[config.mk]
export PLATFORM = sky130hd
export DESIGN_NAME = tour_move_seq
export DESIGN_NICKNAME = d
export VERILOG_FILES = /design/src/rtl/tour_move_seq_pkg.sv /design/src/rtl/tour_move_decode.sv /design/src/rtl/tour_move_seq.sv
export SDC_FILE = /design/constraint.sdc
export NUM_CORES = 1
export LEC_CHECK = 0
export ABC_AREA = 1
export ABC_CLOCK_PERIOD_IN_PS = 1950
export CORE_MARGIN = 4
export CORE_UTILIZATION = 44
export CTS_CLUSTER_SIZE = 28
export DETAILED_ROUTE_END_ITERATION = 8
export HOLD_SLACK_MARGIN = 0.02
export PLACE_DENSITY_LB_ADDON = 0.2
export SLEW_MARGIN = 40
export SYNTH_ARGS = -nofsm -noshare
export SYNTH_HDL_FRONTEND = slang
export SYNTH_SLANG_ARGS = --single-unit
export TNS_END_PERCENT = 20
[constraint.sdc]
create_clock -name clk -period 1.95 [get_ports clk]
set_input_delay 0.39 -clock clk [delete_from_list [all_inputs] [get_ports clk]]
set_output_delay 0.39 -clock clk [all_outputs]
set_load 0.01 [all_outputs]
[src/rtl/tour_move_seq_pkg.sv]
// Shared constants and state type for the knight-tour move sequencer.
package tour_pkg;

   localparam logic [3:0] OP_MOVE    = 4'h2;
   localparam logic [3:0] OP_MOVE_FF = 4'h3;

   localparam logic [7:0] HDG_N = 8'h00;
   localparam logic [7:0] HDG_W = 8'h3F;
   localparam logic [7:0] HDG_S = 8'h7F;
   localparam logic [7:0] HDG_E = 8'hBF;

   typedef enum logic [2:0] {
      IDLE,
      FETCH,
      VERT,
      WAIT_V,
      HORZ,
      WAIT_H
   } tour_seq_state_t;

   function automatic logic is_onehot8(input logic [7:0] v);
      return (v != 8'd0) && ((v & (v - 8'd1)) == 8'd0);
   endfunction

endpackage

[src/rtl/tour_move_decode.sv]
// Splits a one-hot knight move into a vertical-leg and a horizontal-leg command.
// Zero decodes as bit 0; multi-hot resolves to the lowest set bit.
module tour_move_decode
   import tour_pkg::*;
(
   input  logic [7:0]  move_i,
   output logic [15:0] vert_cmd_o,
   output logic [15:0] horz_cmd_o
);

   always_comb begin
      vert_cmd_o = {OP_MOVE,    HDG_N, 4'd2};
      horz_cmd_o = {OP_MOVE_FF, HDG_E, 4'd1};
      if (!move_i[0]) begin
         if (move_i[1]) begin
            vert_cmd_o = {OP_MOVE,    HDG_N, 4'd2};
            horz_cmd_o = {OP_MOVE_FF, HDG_W, 4'd1};
         end else if (move_i[2]) begin
            vert_cmd_o = {OP_MOVE,    HDG_N, 4'd1};
            horz_cmd_o = {OP_MOVE_FF, HDG_W, 4'd2};
         end else if (move_i[3]) begin
            vert_cmd_o = {OP_MOVE,    HDG_S, 4'd1};
            horz_cmd_o = {OP_MOVE_FF, HDG_W, 4'd2};
         end else if (move_i[4]) begin
            vert_cmd_o = {OP_MOVE,    HDG_S, 4'd2};
            horz_cmd_o = {OP_MOVE_FF, HDG_W, 4'd1};
         end else if (move_i[5]) begin
            vert_cmd_o = {OP_MOVE,    HDG_S, 4'd2};
            horz_cmd_o = {OP_MOVE_FF, HDG_E, 4'd1};
         end else if (move_i[6]) begin
            vert_cmd_o = {OP_MOVE,    HDG_S, 4'd1};
            horz_cmd_o = {OP_MOVE_FF, HDG_E, 4'd2};
         end else if (move_i[7]) begin
            vert_cmd_o = {OP_MOVE,    HDG_N, 4'd1};
            horz_cmd_o = {OP_MOVE_FF, HDG_E, 4'd2};
         end
      end
   end

endmodule

[src/rtl/tour_move_seq.sv]
// Walks the solved tour, issuing a vertical then horizontal leg per move; UART passthrough when idle.
// Optional one-hot move check enabled by defining TOUR_MOVE_SEQ_CHK_EN.
module tour_move_seq
   import tour_pkg::*;
#(
   parameter int          NUM_MV    = 24,
   parameter logic [7:0]  RESP_ACK  = 8'hA5,
   parameter logic [7:0]  RESP_DONE = 8'h5A
) (
   input  logic        clk,
   input  logic        rst,
   input  logic        start_tour,
   input  logic [7:0]  move,
   output logic [4:0]  mv_indx,
   input  logic [15:0] cmd_UART,
   input  logic        cmd_rdy_UART,
   input  logic        clr_cmd_rdy,
   input  logic        send_resp,
   output logic [15:0] cmd,
   output logic        cmd_rdy,
   output logic        clr_cmd_rdy_UART,
   output logic [7:0]  resp,
   output logic        bad_move
);

   localparam logic [4:0] LAST_IDX = 5'(NUM_MV - 1);

   tour_seq_state_t state_q, state_d;
   logic [4:0]  mv_indx_q, mv_indx_d;
   logic [7:0]  resp_q, resp_d;
   logic        cmd_rdy_q, cmd_rdy_d;
   logic [15:0] cmd_q, cmd_d;
   logic [15:0] vert_q, vert_d;
   logic [15:0] horz_q, horz_d;
   logic [15:0] vert_dec, horz_dec;
   logic        bad_set;

   tour_move_decode u_dec (
      .move_i     (move),
      .vert_cmd_o (vert_dec),
      .horz_cmd_o (horz_dec)
   );

   always_comb begin
      state_d   = state_q;
      mv_indx_d = mv_indx_q;
      resp_d    = resp_q;
      vert_d    = vert_q;
      horz_d    = horz_q;
      bad_set   = 1'b0;
      case (state_q)
         IDLE: begin
            if (start_tour) begin
               mv_indx_d = 5'd0;
               resp_d    = RESP_ACK;
               state_d   = FETCH;
            end
         end
         FETCH: begin
            vert_d  = vert_dec;
            horz_d  = horz_dec;
            state_d = VERT;
`ifdef TOUR_MOVE_SEQ_CHK_EN
            if (!is_onehot8(move)) begin
               bad_set = 1'b1;
               state_d = IDLE;
            end
`endif
         end
         VERT:   if (clr_cmd_rdy) state_d = WAIT_V;
         WAIT_V: begin
            if (send_resp) begin
               resp_d  = RESP_ACK;
               state_d = HORZ;
            end
         end
         HORZ:   if (clr_cmd_rdy) state_d = WAIT_H;
         WAIT_H: begin
            if (send_resp) begin
               if (mv_indx_q == LAST_IDX) begin
                  resp_d  = RESP_DONE;
                  state_d = IDLE;
               end else begin
                  resp_d    = RESP_ACK;
                  mv_indx_d = mv_indx_q + 5'd1;
                  state_d   = FETCH;
               end
            end
         end
         default: state_d = IDLE;
      endcase

      // Command registers are loaded from the next state so cmd/cmd_rdy leave flops.
      cmd_rdy_d = (state_d == VERT) || (state_d == HORZ);
      cmd_d     = cmd_q;
      if (state_d == VERT)      cmd_d = vert_d;
      else if (state_d == HORZ) cmd_d = horz_d;
   end

   always_ff @(posedge clk) begin
      if (rst) begin
         state_q   <= IDLE;
         mv_indx_q <= 5'd0;
         resp_q    <= RESP_ACK;
         cmd_rdy_q <= 1'b0;
      end else begin
         state_q   <= state_d;
         mv_indx_q <= mv_indx_d;
         resp_q    <= resp_d;
         cmd_rdy_q <= cmd_rdy_d;
      end
   end

   always_ff @(posedge clk) begin
      cmd_q  <= cmd_d;
      vert_q <= vert_d;
      horz_q <= horz_d;
   end

`ifdef TOUR_MOVE_SEQ_CHK_EN
   logic bad_move_q;
   always_ff @(posedge clk) begin
      if (rst)          bad_move_q <= 1'b0;
      else if (bad_set) bad_move_q <= 1'b1;
   end
   assign bad_move = bad_move_q;
`else
   logic unused_bad;
   assign unused_bad = bad_set;
   assign bad_move   = 1'b0;
`endif

   assign cmd              = (state_q == IDLE) ? cmd_UART     : cmd_q;
   assign cmd_rdy          = (state_q == IDLE) ? cmd_rdy_UART : cmd_rdy_q;
   assign clr_cmd_rdy_UART = (state_q == IDLE) & clr_cmd_rdy;
   assign resp             = resp_q;
   assign mv_indx          = mv_indx_q;

endmodule

# Word level (Yosys, flattened, before mapping)
# Cells that the tools add are included.
[totals]
ff_bits = 65
in_bits = 30
out_inout_bits = 32
elab_cells = 66
[op_classes]
n_addsub = 1
eq_ne = 12
muxes = 38
bitwise_logic = 1
reduce_logical = 7
[ops]
columns = ["cell", "n"]
rows = [
  ["two-way mux 16 bit", 19],
  ["two-way mux 8 bit", 4],
  ["case mux 8 bit (3 select lines)", 1],
  ["case mux 3 bit (6 select lines)", 1],
  ["two-way mux 3 bit", 5],
  ["two-way mux 5 bit", 3],
  ["case mux 5 bit (2 select lines)", 1],
  ["== test 3 x 2 -> 1 bit, second input constant", 3],
  ["== test 3 bit, second input constant", 3],
  ["inequality test 2 bit, second input constant", 4],
  ["AND reduction 4 bit", 2],
  ["adder 5 x 1 -> 5 bit, second input constant", 1],
  ["== test 5 bit, second input constant", 1],
  ["two-way mux 2 bit", 2],
  ["nonzero test 2 bit", 2],
  ["== test 3 x 1 -> 1 bit, second input constant", 1],
  ["zero test 3 bit", 1],
  ["nonzero test 3 bit", 1],
  ["two-way mux 1 bit", 2],
  ["AND 1 bit", 1],
  ["logical OR 1 bit", 1],
]

# Logic depth before layout (Yosys ltp)
# Gate-level depths: netlist (run 1).
[logic_depth]
depth_word = 11
ltp_mapped = 10
ltp_nobuf = 9

# Modules after synthesis
# Synthesis (run 1) repeated with hierarchy kept, for this count alone.
[hier_totals]
hier_cells = 381
hier_area_um2 = 3101.7
[modules_own_cells]
columns = ["mod", "n_inst", "cells_each", "area_per_inst_um2", "seq_area_each_um2"]
rows = [
  ["tour_move_seq", 1, 334, 2793.9, 1341.3],
  ["tour_move_decode", 1, 47, 307.8, 0.0],
]

# Worst setup path after synthesis (run 1)
# No wires, ideal clock.
[synth_timing]
kind = "reg2reg"
from = "register mv_indx_q[0] (netlist: mv_indx[0])"
to = "register cmd_q[0], enable pin"
setup_ns = 0.364
t_arrival_ns = 1.578
required_time_ns = 1.586
slack_ns = 0.008
stages_incl_launch_ff = 10
n_path_buf = 0
period_less_slack_ns = 1.942
path_cell_list = "dfxtp_1 -> ha_1 -> nand2_1 -> inv_1 -> nand3_1 -> nand3_1 -> inv_2 -> nor2_8 -> o21ai_1 -> inv_1"
[synth_between]
elab_chain_cells = 6
elab_cells_between_ends = 7
classes_between = "eq/ne: 3; mux: 3; reduce/logical: 1"
[synth_rtl]
columns = ["item", "line", "text"]
rows = [
  ["start: declaration", "tour_move_seq.sv:29", "logic [4:0] mv_indx_q, mv_indx_d;"],
  ["start signal: assignment", "tour_move_seq.sv:108", "mv_indx_q <= mv_indx_d;"],
  ["== test 5 bit *", "tour_move_seq.sv:80", "if (mv_indx_q == LAST_IDX) begin"],
  ["two-way mux 1 bit *", "tour_move_seq.sv:80", ""],
  ["two-way mux 3 bit *", "tour_move_seq.sv:79", "if (send_resp) begin"],
  ["case mux 3 bit (6 select lines) *", "tour_move_seq.sv:51", "case (state_q)"],
  ["== test 3 x 2 -> 1 bit or == test 3 bit (tied branches)", "tour_move_seq.sv:96, tour_move_seq.sv:97", ""],
  ["nonzero test 2 bit (no line) *", "n/a", ""],
  ["end signal: assignment", "tour_move_seq.sv:115", "cmd_q <= cmd_d;"],
  ["end: declaration", "tour_move_seq.sv:32", "logic [15:0] cmd_q, cmd_d;"],
]
# Mark *: on every way between the ends. The rest lies on a longest branch, timed or not.
# A chain may end at the register's enable or synchronous reset.

# Worst setup path in the final report (run 1)
[layout_timing]
from = "register state_q[1]"
to = "output cmd[14]"
[layout_between]
elab_chain_cells = 2
[layout_rtl]
columns = ["item", "line", "text"]
rows = [
  ["start: declaration", "tour_move_seq.sv:28", "tour_seq_state_t state_q, state_d;"],
  ["start signal: assignment", "tour_move_seq.sv:107", "state_q <= state_d;"],
  ["zero test 3 bit", "tour_move_seq.sv:133", "assign cmd = (state_q == IDLE) ? cmd_UART : cmd_q;"],
  ["two-way mux 16 bit", "tour_move_seq.sv:133", ""],
  ["end: declaration", "tour_move_seq.sv:19", "output logic [15:0] cmd,"],
]
# No other way between the ends.

==> results.md, run 1 <==
- Hpwl dp: 4010 µm
- Fin cells: 459
- Clock Tree Buf Depth: 2
- WL/cell: roughly 13 µm
- NetSw: 1040 µW
- Core box area: 5640 µm²
- Comb power frac: 0.288
- Commonest non-fill, non-tap cell in the layout: nand2_1
- Fmax: 530 MHz
- Worst endpoint required time: 1560 ps
- Met2 Track Usage GR: 0.266
- Worst path cell trace: nor2_4, nand2_4, clkbuf_16, mux2_1, buf_2
- Cell family with most CP delay: flip-flops
- First-pass GRT wire length: 9340 µm
- Clk sink count: 59
- Synthesized Nets: 337
- Post-Place Setup Slack: -116 ps
- Top Ports: 62
- Reg power frac: 0.436
- Initial core utilization: 0.464
- Layout cell share with drive strength beyond 1: 0.245
- Reg2reg end: cmd_q[0]$_DFFE_PP_
- Total length of routed wires: 5770 µm
- Gpl congestion: just under 0.9
- Synth Flop Type: dfxtp_1
- CTS tree: built
- Detail Route Antenna Nets: 0
- Finish-stage setup viols: 0
- Setup crit start: state_q[1]$_SDFF_PP0_
- Switching Share: 0.308
- Clk pwr share: 0.277
- Slowest stage delay, CP: approximately 330 ps
- Largest net degree at the start of global routing: 18
- Finished Core Util: 0.621
- Synthesis Warnings: 0
- Yosys reg bits: 59
- Met3 GRT Util: 0.0612
- Final worst path period share: 0.968
- Critical Path AT: 1500 ps
- Crit-path max FO: 8
- Reg-to-reg slack, setup: roughly 160 ps
- Startpoint Class: register
- GRT Util Overall: 0.164
- FFs w/ async S/R, synth: 0
- Crit Reg-Reg Startpoint: mv_indx[1]$_SDFFE_PP0P_
- CTS Hold Buffers Added: 0
- Clock Root Buffer: clkbuf_8
- Busiest grt layer: met2
- Most frequent cells in the layout: 95 x nand2_1, 42 x clkdlybuf4s50_1, 40 x dfxtp_1
- Met1 Use GR: 0.200
- Total gr overflow: 0
- Die Footprint: around 7200 µm²
- Worst hold slack: approximately 430 ps
- Routed vias/inst: roughly 4.7
- Post-synth EDFFs: 16
- 1st-pass router iterations: 4
- DRC: 0
- Layout area overhead: 34.1%
- Synth Instances: 306
- Critical Path Stages: 5
- H-tree levels: 3
- CTS Buf Count: 9
- Slowest-stage cell, CP: dfxtp_2
- Die H: about 85 µm
- Maximum VDD drop: roughly 0.63 mV
- Max Cap Viol: 0
- Routed vias: 2155
- Placed cells: 441
- Min Tclk post-route: 1890 ps
- Clock Skews: approximately 5.3 ps
- Synth cell types: 30
- Crit Path Category: register to output port
- Leakage: 0.00161 µW
- Part of the Yosys area used for sequential elements: 0.513
- Outcome: complete, no violations
- 1st-iter DRT viols: 71
- Antenna violations before repair: 0
- PwrDens: 966 nW/µm²
- Worst-Skew Late Latency: 330 ps
- Syn Area/Cell: roughly 8.5 µm²
- Crit path capture type: output port
- Post-Syn Area: 2620 µm²
- Setup crit end: cmd[14]
- # nets final: 413
- Worst Path Buf+Inv: 2
- PortBufs: 60
- Width of the die: between 80 and 90 µm
- Endpoints failing hold: 0
- Unrepaired setup endpoints after global routing: true
- Antenna Diode Count: 0
- Reg2reg path depth: 10
- Vias in the first global route: between 2000 and 2500
- Count of pins over their slew limit: 0
- Final WS setup: 63.0 ps
- FP Rows: 27
- Power Internal: around 2300 µW
- Clock slew at reported path FFs: 70 ps
- Hold Crit Class: register to register
## per-layer routing
layer / share of wire / vias up / wire, µm
met2: 0.47 / 55 / 2690
met3: 0.058 / 6 / 337
met5: 0 / - / 0
met1: 0.46 / 966 / 2680
met4: 0.012 / 0 / 68
li1: - / 1128 / -
## cells in the mapped netlist (5+ instances only)
| master | number | share of area |
|---|---|---|
| nand3_1 | 27 | 0.052 |
| edfxtp_1 | 16 | 0.18 |
| mux2_2 | 9 | 0.039 |
| nor2_1 | 22 | 0.032 |
| dfxtp_1 | 43 | 0.33 |
| inv_1 | 20 | 0.029 |
| or2_2 | 9 | 0.022 |
| o21ai_0 | 7 | 0.013 |
| a21oi_1 | 5 | 0.0096 |
| mux2_1 | 8 | 0.034 |
| inv_2 | 6 | 0.0086 |
| buf_4 | 8 | 0.023 |
| nand2_1 | 95 | 0.14 |
| buf_2 | 5 | 0.0096 |
## what timing repair did
action | in CTS | in global routing
pin swaps | 1 | 1
gates resized for setup | 60 | 14
endpoints found under the setup margin | 18 | 14
cloned | 0 | 1
setup buffers | 1 | 0
## stage by stage
step | power, µW | TNS (ps) | cell area (µm²)
global route | 3590 | 0 | 3510
detailed placement | 2490 | -2490 | 3370
finish | 3390 | 0 | 3510
floorplan | 2060 | 0 | 2620
global placement | 2480 | -1000 | 3370
CTS | 3400 | -36.6 | 3510
## worst min-delay path by stage
stage | end | slack, ps | cells past startpoint | start
global route | horz_q[12]$_DFF_P_ | 440 | 1 | horz_q[12]$_DFF_P_
finish | horz_q[9]$_DFF_P_ | 430 | 1 | horz_q[9]$_DFF_P_
floorplan | horz_q[12]$_DFF_P_ | 410 | 1 | horz_q[12]$_DFF_P_
global placement | horz_q[8]$_DFF_P_ | 410 | 1 | horz_q[8]$_DFF_P_
detailed placement | horz_q[13]$_DFF_P_ | 420 | 1 | horz_q[13]$_DFF_P_
CTS | horz_q[13]$_DFF_P_ | 430 | 1 | horz_q[13]$_DFF_P_
## logic make-up (layout without fill, tap and decap cells)
family | Yosys count | in the layout | share of synthesized area
xor+xnor | 1 | 1 | 0.00335
other cells | 1 | 1 | 0.00143
buf+inv | 41 | 122 | 0.0756
mux | 17 | 17 | 0.0732
flops | 59 | 59 | 0.513
simple gates | 169 | 169 | 0.294
compound gates | 17 | 17 | 0.0349
fa+ha+maj | 1 | 1 | 0.00478
## power by group through the flow
stage                     logic [µW]  clock network (µW)  registers (µW)
after global routing            1070                1030            1490
after detailed placement         995                   0            1500
final                            974                 937            1480
after floorplan                  565                   0            1490
after CTS                        956                 967            1470
after global placement           983                   0            1500
## area by class of cell
cell class | instances | area, µm²
sequential | 59 | 1350
timing repair buffer | 80 | 707
fill | 486 | 2140
tap | 72 | 90.1
multi-input combinational | 206 | 1100
clock buffer | 9 | 124
clock inverter | 7 | 45.0
inverter | 26 | 97.6
## sequential cells by signal, indices dropped and copies added (netlist names)
register,count
mv_indx,5
state_q,3
resp,2
cmd_rdy_q,1
cmd_q,16
horz_q,16
vert_q,16
No activity file was read; power rests on OpenSTA's default activity.
==> inputs of run 2 (changes only) <==
- CORE_MARGIN: 4 -> 2
==> results.md, run 2 (synthesis results as in run 1) <==
- Commonest non-fill, non-tap cell in the layout: nand2_1
- Reg-to-reg slack, setup: between 200 and 250 ps
- 1st-iter DRT viols: 96
- Hpwl dp: about 3900 µm
- Setup TNS: 0 ps
- Outcome: complete, no violations
- Hold Crit Depth: 1
- Clock Skews: 5.20 ps
- Most frequent cells in the layout: 95 x nand2_1, 42 x clkdlybuf4s50_1, 40 x dfxtp_1
- Detail Route Antenna Nets: 0
- Count of pins over their slew limit: 0
- Layout cell share with drive strength beyond 1: 0.224
- Reg2reg end: cmd_q[6]$_DFFE_PP_
- Crit-path max FO: 5
- Clk pwr share: 0.336
- Leakage: 0.00161 µW
- # nets final: 410
- Clk sink count: 59
- Antenna Diode Count: 0
- Worst endpoint required time: approximately 1600 ps
- Startpoint Class: register
- Min-Delay Endpoint: horz_q[13]$_DFF_P_
- Comb power frac: 0.261
- Top Ports: 62
- Worst hold slack: 434 ps
- Final worst path period share: 0.962
- Vias in the first global route: 2034
- Clock slew at reported path FFs: about 70 ps
- CTS Buf Count: 9
- Slowest-stage cell, CP: dfxtp_2
- WL/cell: 12.1 µm
- Crit Path Category: register to output port
- Worst-Skew Late Latency: 330 ps
- Hold Crit Class: register to register
- CTS tree: built
- Total gr overflow: 0
- Largest registers: cmd_q (16), horz_q (16), vert_q (16)
- Switching Share: 0.283
- Endpoints failing hold: 0
- PortBufs: 60
- Total length of routed wires: about 5600 µm
- Setup Buffers After CTS: 0
- Clock Tree Buf Depth: 2
- GRT Util Overall: 0.184
- H-tree levels: 3
- Width of the die: 81.1 µm
- Slowest stage delay, CP: 330 ps
- Worst path cell trace: nor2_4, nand2_4, clkbuf_16, mux2_1, buf_2
- CTS Hold Buffers Added: 0
- 1st-pass router iterations: 4
- Fin cells: 459
- Reg2reg path depth: 10
- First-pass GRT wire length: 9110 µm
- Initial core utilization: 0.450
- Clock Root Buffer: clkbuf_8
- PwrDens: roughly 1000 nW/µm²
- Critical Path AT: 1490 ps
- DRC: 0
- Finish-stage setup viols: 0
- Max Cap Viol: 0
- Die H: around 81 µm
- Crit path capture type: output port
- Gpl congestion: 0.841
- NetSw: roughly 1000 µW
- Power Internal: 2630 µW
- Reg power frac: 0.403
- Placed cells: around 440
- FP Rows: 28
- Design Area, Final: 3540 µm²
- Core box area: 5820 µm²
- Final WS setup: 73.8 ps
- Routed vias: 2168
- Die Footprint: 6580 µm²
- Unrepaired setup endpoints after global routing: false
- Crit Reg-Reg Startpoint: mv_indx[0]$_SDFFE_PP0P_
- Layout area overhead: 35.4%
- Largest net degree at the start of global routing: 20
- Min Tclk post-route: 1880 ps
- Fmax: 533 MHz
- Placed cell areas: 3370 µm²
- Min-delay src: horz_q[13]$_DFF_P_
- Post-Place Setup Slack: -111 ps
- Antenna violations before repair: 0
- Maximum VDD drop: 0.514 mV
- Routed vias/inst: 4.72
-- run 2: critical path: cells and delay by family (launching register included) --
kind                   cells  cell delay (ps)
buffers and inverters      2              310
and+or+nand+nor            2              220
DFF                        1              330
muxes                      1              300
-- run 2: area by class of cell --
type | instances | area, µm²
clock inverter | 5 | 76.3
multi-input combinational | 206 | 1090
timing repair buffer | 77 | 697
tap | 75 | 93.8
inverter | 26 | 100
clock buffer | 11 | 141
sequential | 59 | 1350
fill | 527 | 2280
-- run 2: how the worst max path moves through the flow --
stage	from	end	slack (ps)	cells after the start
finish	state_q[0]$_SDFF_PP0_	cmd[14]	70	5
global route	state_q[0]$_SDFF_PP0_	cmd[14]	8	5
CTS	state_q[0]$_SDFF_PP0_	cmd[15]	-70	5
detailed placement	send_resp	cmd_q[9]$_DFFE_PP_	-110	10
global placement	send_resp	cmd_q[9]$_DFFE_PP_	-90	10
floorplan	mv_indx[0]$_SDFFE_PP0P_	cmd_q[0]$_DFFE_PP_	8	9
-- run 2: routing by layer --
metal	routed length (µm)	vias up	GRT usage
li1	-	1122	-
met1	2550	979	0.223
met2	2640	57	0.307
met3	258	10	0.0400
met4	115	0	0.0983
met5	0	-	0
-- run 2: power groups by stage --
stage	combinational (µW)	clock (µW)	sequential (µW)
6_report	958	1230	1480
5_1_grt	1060	1300	1490
4_1_cts	944	1250	1480
3_5_place_dp	1000	0	1500
3_3_place_gp	989	0	1500
2_1_floorplan	565	0	1490
-- run 2: timing repair --
action / CTS / global route
resized for setup: 59 / 12
pin swaps: 2 / 1
gates cloned: 0 / 1
endpoints found under the setup margin: 18 / 8
hold endpoints to repair: 0 / 0
-- run 2: per-stage QoR --
stage	utilization	total power [µW]
2_1_floorplan	-	2060
3_3_place_gp	0.579	2490
3_5_place_dp	0.579	2500
4_1_cts	0.606	3670
5_1_grt	0.609	3850
6_report	0.609	3670
==> inputs of run 3 (changes only) <==
- CORE_UTILIZATION: 44 -> 46
- CTS_BUF_LIST: default -> sky130_fd_sc_hd__clkbuf_8
==> results.md, run 3 (synthesis results as in run 1) <==
- Outcome: complete, no violations
- Clock Root Buffer: clkbuf_8
- Total gr overflow: 0
- Max Cap Viol: 0
- Crit Reg-Reg Startpoint: state_q[1]$_SDFF_PP0_
- Setup crit start: state_q[1]$_SDFF_PP0_
- Worst endpoint required time: roughly 1600 ps
- PwrDens: roughly 1000 nW/µm²
- Design Area, Final: roughly 3500 µm²
- Setup TNS: 0 ps
- DRC: 0
- Die Footprint: 6300 µm²
- Startpoint Class: register
- Clock Tree Buf Depth: 2
- Unrepaired setup endpoints after global routing: true
- Vias in the first global route: 2146
- Largest registers: cmd_q (16), horz_q (16), vert_q (16)
- Final WS setup: 92.9 ps
- Endpoints failing hold: 0
- Placed cell areas: 3370 µm²
- 1st-pass router iterations: 4
- Gpl congestion: 0.835
- FP Rows: 27
- Min Tclk post-route: 1860 ps
- # nets final: 412
- Routed vias/inst: 4.83
- H-tree levels: 3
- First-pass GRT wire length: 9490 µm
- Core box area: around 5500 µm²
- Filler instances: 491
- PortBufs: 60
- Finish-stage setup viols: 0
- Final worst path period share: 0.952
- Most frequent cells in the layout: 95 x nand2_1, 42 x clkdlybuf4s50_1, 40 x dfxtp_1
- Detail Route Antenna Nets: 0
- Antenna Diode Count: 0
- Reg-to-reg slack, setup: 210 ps
- GRT Util Overall: 0.198
- Worst-Skew Late Latency: ~330 ps
- Layout area overhead: 35.3%
- Top Ports: 62
- Total length of routed wires: 5520 µm
- Clock slew at reported path FFs: 70 ps
- WL/cell: 12.1 µm
- Layout cell share with drive strength beyond 1: 0.228
- Crit path capture type: output port
- Fmax: 538 MHz
- 1st-iter DRT viols: 99
- Post-Place Setup Slack: -121 ps
- CTS Buf Count: 9
- Commonest non-fill, non-tap cell in the layout: nand2_1
- Clock Skews: 5.99 ps
- Crit Path Category: register to output port
- Critical Path AT: between 1000 and 1500 ps
- Finished Core Util: 0.642
- Min-delay src: horz_q[9]$_DFF_P_
- Die H: around 79 µm
- Initial core utilization: 0.475
- Maximum VDD drop: 0.577 mV
- Antenna violations before repair: 0
- Width of the die: between 70 and 80 µm
- Hpwl dp: approximately 3800 µm
- Clk sink count: 59
- Largest net degree at the start of global routing: 18
- Hold Crit Class: register to register
- Count of pins over their slew limit: 0
- Leakage: 0.00162 µW
- Crit-path max FO: 11
- Routed vias: approximately 2200
- CTS tree: built
==> run 3: changes by cell type in the layout (fill, tap and decap cells not counted), sizes merged <==
cell / previous run / this run
bufinv: 2 / 3
inv: 26 / 28
clkinvlp: 0 / 1
buf: 29 / 34
clkinv: 3 / 1
clkbuf: 16 / 11
==> run 3: area by class of cell <==
cell class,count,area (µm²),area share
Clock buffer,9,124,0.0350
Clock inverter,7,109,0.0308
Inverter,26,97.6,0.0276
Multi-Input combinational cell,206,1090,0.307
Sequential cell,59,1350,0.380
Tap cell,72,90.1,0.0255
Timing Repair Buffer,79,686,0.194
==> run 3: worst paths after layout <==
check,to,cells past startpoint
max,cmd[12],5
min,horz_q[9]$_DFF_P_,1
max reg2reg,cmd_q[4]$_DFFE_PP_,11
min reg2reg,horz_q[9]$_DFF_P_,1
==> run 3: critical path, cell delays in order (launching register included) <==
cell,delay [ps]
dfxtp_2,330
nor2_4,130
nand2_4,80
buf_12,150
mux2_1,300
buf_2,140
==> run 3: metrics by stage <==
step / total power (µW) / hold slack, ps / std cells
floorplan: 2060 / 406 / 306
global placement: 2480 / 413 / 441
detailed placement: 2490 / 415 / 441
CTS: 3750 / 430 / 458
global route: 3920 / 437 / 458
finish: 3710 / 430 / 458
==> run 3: what timing repair did <==
item	CTS	global route
setup buffers	1	0
gates resized for setup	61	12
hold buffers	0	0
hold endpoints to repair	0	0
setup endpoints to repair	18	26
gates cloned	0	0
pin swaps	2	1
==> run 3: routing by layer <==
metal,part of all wire,global-route usage,vias to the layer above,routed length [µm]
met5,0,0,-,0
met4,0.014,0.0845,0,75
met3,0.058,0.0747,9,323
met2,0.48,0.323,74,2660
met1,0.45,0.233,1003,2460
li1,-,-,1127,-
==> run 3: power by group <==
group | leakage, µW | internal (µW) | switching [µW]
clock | 0.000119 | 835 | 467
combinational | 0.00101 | 437 | 497
sequential | 0.000494 | 1430 | 46.2
